File: config.mk
export PLATFORM = sky130hd
export DESIGN_NAME = pc_ir_unit
export DESIGN_NICKNAME = d
export VERILOG_FILES = /design/src/rtl/pc_ir_unit.sv
export SDC_FILE = /design/constraint.sdc
export NUM_CORES = 1
export LEC_CHECK = 0
export CAP_MARGIN = 20
export CORE_ASPECT_RATIO = 0.75
export CORE_MARGIN = 2
export CORE_UTILIZATION = 51
export DETAILED_ROUTE_END_ITERATION = 16
export PLACE_DENSITY = 0.89
export SYNTH_ARGS = -nofsm -noshare
export SYNTH_HDL_FRONTEND = slang
export SYNTH_SLANG_ARGS = --single-unit
File: constraint.sdc
create_clock -name clk -period 4.8 [get_ports clk]
set_input_delay 0.96 -clock clk [delete_from_list [all_inputs] [get_ports clk]]
set_output_delay 0.96 -clock clk [all_outputs]
set_load 0.01 [all_outputs]
File: src/rtl/pc_ir_unit.sv
// Program counter / instruction register unit: holds PC, PC+4, IR, a retired
// instruction counter and a sticky misaligned-jr flag; computes next PC for
// sequential, beq, j/jal and jr flows and decodes the instruction fields.
module pc_ir_unit (
  input  logic        clk,
  input  logic        rst,
  input  logic        pcwr,
  input  logic        irwr,
  input  logic [1:0]  npc_sel,
  input  logic        zero,
  input  logic [31:0] rs_data,
  input  logic [31:0] imem_rdata,
  output logic [31:0] imem_addr,
  output logic [31:0] pc,
  output logic [31:0] link_addr,
  output logic [31:0] instr,
  output logic [5:0]  opcode,
  output logic [5:0]  funct,
  output logic [4:0]  rs,
  output logic [4:0]  rt,
  output logic [4:0]  rd,
  output logic [15:0] imm16,
  output logic [31:0] retired,
  output logic        addr_err
);

  localparam int unsigned XLEN = 32;

  localparam logic [XLEN-1:0] RESET_PC  = 32'h0000_3000;
  localparam logic [XLEN-1:0] RESET_PC4 = 32'h0000_3004;
  localparam logic [XLEN-1:0] INSTR_BYTES = 32'd4;

  localparam logic [1:0] SEL_SEQ = 2'b00;
  localparam logic [1:0] SEL_BEQ = 2'b01;
  localparam logic [1:0] SEL_J   = 2'b10;
  localparam logic [1:0] SEL_JR  = 2'b11;

  logic [XLEN-1:0] pc_q, pc_d;
  logic [XLEN-1:0] pc4_q, pc4_d;
  logic [XLEN-1:0] ir_q, ir_d;
  logic [XLEN-1:0] retired_q, retired_d;
  logic            addr_err_q, addr_err_d;

  logic [XLEN-1:0] npc;
  logic [XLEN-1:0] br_off;
  logic            jr_misaligned;

  // Next-PC selection from the pre-edge register values
  always_comb begin
    br_off        = {{14{ir_q[15]}}, ir_q[15:0], 2'b00};
    npc           = pc_q + INSTR_BYTES;
    jr_misaligned = 1'b0;
    case (npc_sel)
      SEL_SEQ: npc = pc_q + INSTR_BYTES;
      SEL_BEQ: npc = zero ? (pc4_q + br_off) : pc4_q;
      SEL_J:   npc = {pc4_q[31:28], ir_q[25:0], 2'b00};
      SEL_JR: begin
        npc           = {rs_data[31:2], 2'b00};
        jr_misaligned = (rs_data[1:0] != 2'b00);
      end
      default: npc = pc_q + INSTR_BYTES;
    endcase
  end

  // Register next-state: hold unless the matching write enable is set
  always_comb begin
    pc_d       = pc_q;
    pc4_d      = pc4_q;
    ir_d       = ir_q;
    retired_d  = retired_q;
    addr_err_d = addr_err_q;
    if (irwr) begin
      ir_d      = imem_rdata;
      pc4_d     = pc_q + INSTR_BYTES;
      retired_d = retired_q + 32'd1;
    end
    if (pcwr) begin
      pc_d = npc;
      if (jr_misaligned) begin
        addr_err_d = 1'b1;
      end
    end
  end

  // State registers with synchronous active-low reset taking priority
  always_ff @(posedge clk) begin
    if (!rst) begin
      pc_q       <= RESET_PC;
      pc4_q      <= RESET_PC4;
      ir_q       <= '0;
      retired_q  <= '0;
      addr_err_q <= 1'b0;
    end else begin
      pc_q       <= pc_d;
      pc4_q      <= pc4_d;
      ir_q       <= ir_d;
      retired_q  <= retired_d;
      addr_err_q <= addr_err_d;
    end
  end

  // Outputs and instruction field decode straight from the registers
  always_comb begin
    imem_addr = pc_q;
    pc        = pc_q;
    link_addr = pc4_q;
    instr     = ir_q;
    opcode    = ir_q[31:26];
    rs        = ir_q[25:21];
    rt        = ir_q[20:16];
    rd        = ir_q[15:11];
    funct     = ir_q[5:0];
    imm16     = ir_q[15:0];
    retired   = retired_q;
    addr_err  = addr_err_q;
  end

endmodule

## Word level (Yosys, flattened, before mapping)

Index checks and enable logic that the tools add are counted.

- Add/sub/neg operators: 3
- Equality and inequality tests: 3
- Muxes and demuxes: 3
- Reduce and logical (&&, ||, !) cells: 3

Operators with widths:

| cell | number |
|---|---|
| 32-bit one-hot mux with 4 select lines | 1 |
| 32-bit by 1-bit adder with 32-bit output, second input constant | 1 |
| 32-bit by 3-bit adder with 32-bit output, second input constant | 1 |
| 32-bit adder | 1 |
| 32-bit two-way mux | 1 |
| 2-bit == test, second input constant | 2 |
| 2-bit by 1-bit == test with 1-bit output, second input constant | 1 |
| 2-bit zero test | 1 |
| 2-bit AND reduction | 1 |
| 2-bit nonzero test | 1 |
| 1-bit two-way mux | 1 |

- Bits in registers: 129
- Output and inout bits: 204
- Word-level logic and storage cells: 17

## Depth between registers and ports, before layout

- Depth in word-level cells: 3
- Gate-level depth with buffers: 10
- Gate-level depth less buffers: 10

## Least setup slack after synthesis

No wires, ideal clock.

- Path type: flip-flop to flip-flop
- Start: reg ir_q[15], in the netlist instr[15]
- End: reg pc_q[29], in the netlist imem_addr[29]
- Library setup time: 0.122 ns
- Data arrival time: 2.615 ns
- Path slack: 2.063 ns
- Stages on the path, launching flop included: 11
- Clock period less this slack: 2.737 ns
- Cell sequence: dfxtp_1 > ha_1 > buf_2 > nand4_1 > or3_1 > or2_2 > o22ai_1 > o21ai_0 > xor2_1 > a31oi_1 > a221o_1

- Word-level cells in the longest chain between the ends: 3

Ends and longest elaborated chain:

| item | RTL line | text |
|---|---|---|
| from (decl) | 40 | `logic [XLEN-1:0] ir_q, ir_d;` |
| from (signal assigned) | 96 | `ir_q <= ir_d;` |
| 32-bit adder | 55 | `SEL_BEQ: npc = zero ? (pc4_q + br_off) : pc4_q;` |
| 32-bit two-way mux | 55 |  |
| 32-bit one-hot mux with 4 select lines | 53 | `case (npc_sel)` |
| to (signal assigned) | 94 | `pc_q <= pc_d;` |
| to (decl) | 38 | `logic [XLEN-1:0] pc_q, pc_d;` |

No other way between the ends.
A chain may end at the register's enable or synchronous reset.

## Final worst setup path

- Start: reg ir_q[15], in the netlist instr[15]
- End: reg pc_q[31], in the netlist imem_addr[31]

Same word-level chain as after synthesis.

==> metrics.yaml <==
vias: 8705
synth_cell_types: 66
max_freq_mhz: 303
yosys.area.top_type: "dfxtp_1"
hold_path_class: "reg -> reg"
antenna_found_initial: 0
worstMarginPinSlew_ns: 0.878
fin_tns_setup_ns: 0
post_cts_buffers: 0
clock_sinks: 129
async_flop_share_pct: 0
relSlewSlack_pct: 41.4
vdd_drop_max_mv: 0.218
syn-cell-area_um2: 8550
track_usage_pct: 30.1
synthAdderAreaFrac_pct: 4.77
synth_top_family_by_area: "simple AND/OR/NAND/NOR gates"
nets: 1343
ys_ff_latch: 129
rows: 40
ant_nets: 0
yosys_warnings: 0
synthMuxAreaShare_pct: 8.78
finalPower_mw: 3.23
worstSetupPathType: "reg -> reg"
wl_mm: 27.9
cts_root_buf: "clkbuf_16"
synth-xor-area-share_pct: 7.68
area_growth_pct: 34.1
antennaDiodeCount: 0
layout-drive-gt1-share_pct: 6.07
die_x_um: 153
grt_max_degree: 91
grt_pass1_wl_mm: 42.8
cts_resized: 0
avgSynthCellArea_um2: 8.01
synth_top_area_share_pct: 30.2
grt_remaining_overflow: 0
wl_per_cell_um: 19.0
drt_iter0_drc: 941
post_dp_cell_area_um2: 10800
dieHeight_um: 116
globalplace.congestion: 0.965
dp_cells: 1430
portBuffers: 274
crit_required_ns: 5.09
maxCapViolCount: 0
drc: 0
mostFrequentLayoutCells: "clkdlybuf4s50_1, nor2_1, dfxtp_1"
grt_pass1_vias: 8036
worst_hold_slack_ns: 0.464
synthSimpleGateAreaFrac_pct: 19.0
endpoint_kind: "register"
period_share_pct: 68.8
layout_commonest_cell: "clkdlybuf4s50_1"
synth_flop_cell: "dfxtp_1"
grt_setup_unrepaired: "false"
leakagePower_nw: 4.46
finalMaxSlewViolations: 0
cts_tree: "yes"
clk_latency_ns: 0.43
p_per_area_nw_per_um2: 281
critPathArrivalTime_ns: 3.59
fin_crit_ns: 3.30
yosysSeqAreaShare_pct: 30.2
fin_worst_skew_ns: 0.00856
crit_fanout: 23
die_area_um2: 17800
synthTopCellsByArea: "dfxtp_1, nor2_1, buf_4, mux2i_1, ha_1"
synth-edff-count: 0
drt_pass1_iterations: 6
synth_compound_area_share_pct: 18.9
syn_nets: 1170
ios: 275
path_clk_slew_ns: 0.06
stdcell_area_um2: 11500
ctsHoldBuffers: 0
dp_hpwl_mm: 20.0
postSynthCellCount: 1067
start_util_pct: 52.7
status: "complete, no violations"
cts_buffers: 17
core_um2: 16200
vias_per_cell: 5.95
setup_viol: 0
hold_viol: 0
htreeDepth: 4
critPathLaunchType: "register"
ctsLongestPathBuffers: 2
fin_cells: 1463
[metrics by stage]
step | util [%] | setup WS [ns]
2_1_floorplan | - | 2.06
3_3_place_gp | 66.9 | 1.43
3_5_place_dp | 66.9 | 1.37
4_1_cts | 70.5 | 1.56
5_1_grt | 70.7 | 1.26
6_report | 70.7 | 1.50
[final cells by class]
cell class | instances | area [um^2]
clock buffers | 19 | 443
clock inverters | 13 | 153
fillers | 1239 | 4750
inverters | 32 | 121
multi-input cells | 773 | 5060
flip-flops and latches | 129 | 2580
well taps | 210 | 263
repair buffers | 287 | 2850
[cell families (layout without fill, tap and decap cells)]
logic type	count (synthesis)	in the layout
xor gates and xnor gates	75	75
DFF	129	129
AOI/OAI and AO/OA	253	253
and+or+nand+nor	351	351
buffers and inverters	165	351
adders and majority gates	32	32
muxes	62	62
[state kept, by name, indices dropped and copies added (netlist names)]
name,cells
retired,32
instr,32
link_addr,32
addr_err,1
imem_addr,32
[where the power goes]
part | internal [mW] | switching, mW | leakage [nW]
Clock | 0.786 | 0.531 | 0.281
Sequential | 1.12 | 0.0925 | 1.06
Combinational | 0.359 | 0.332 | 3.13
Total | 2.27 | 0.956 | 4.46
[per-layer routing]
layer | vias up | global-route usage (%) | wire (um) | share of wire, %
met5 | - | 0 | 0 | 0
met4 | 0 | 8.87 | 506 | 1.8
met3 | 45 | 6.60 | 2750 | 9.9
met2 | 514 | 50.2 | 13000 | 47
met1 | 4086 | 39.8 | 11600 | 42
li1 | 4060 | - | - | -
[worst paths after layout]
path         cells past startpoint  startpoint            end  slack (ns)
min reg2reg                      2    addr_err       addr_err        0.46
min                              2    addr_err       addr_err        0.46
max                              8   instr[15]  imem_addr[31]        1.50
max reg2reg                      8   instr[15]  imem_addr[31]        1.50
[cells in the mapped netlist (all sizes together), types with 4 or more instances]
cell / count
dfxtp: 129
or3: 8
nand4: 18
xor2: 36
o211ai: 6
a211oi: 36
a21oi: 69
o21ai: 60
o21bai: 4
nor3: 7
nor2b: 4
o21a: 7
mux4: 10
mux2i: 48
a311oi: 4
nand3: 33
o22ai: 5
mux2: 4
nand2: 74
and3: 17
and4: 7
a31oi: 15
ha: 31
buf: 91
nor2: 160
and2: 7
xnor2: 39
inv: 32
clkbuf: 42
a21o: 14
[critical path: stages, from the launching register on]
cell,delay (ns)
dfxtp_1,0.89
ha_1,0.39
nand4_1,0.22
or3_1,0.45
nor4_2,0.33
nor4b_1,0.10
o41ai_1,0.50
xor2_1,0.18
o32ai_1,0.09
Power figures use the tool's default switching activity.
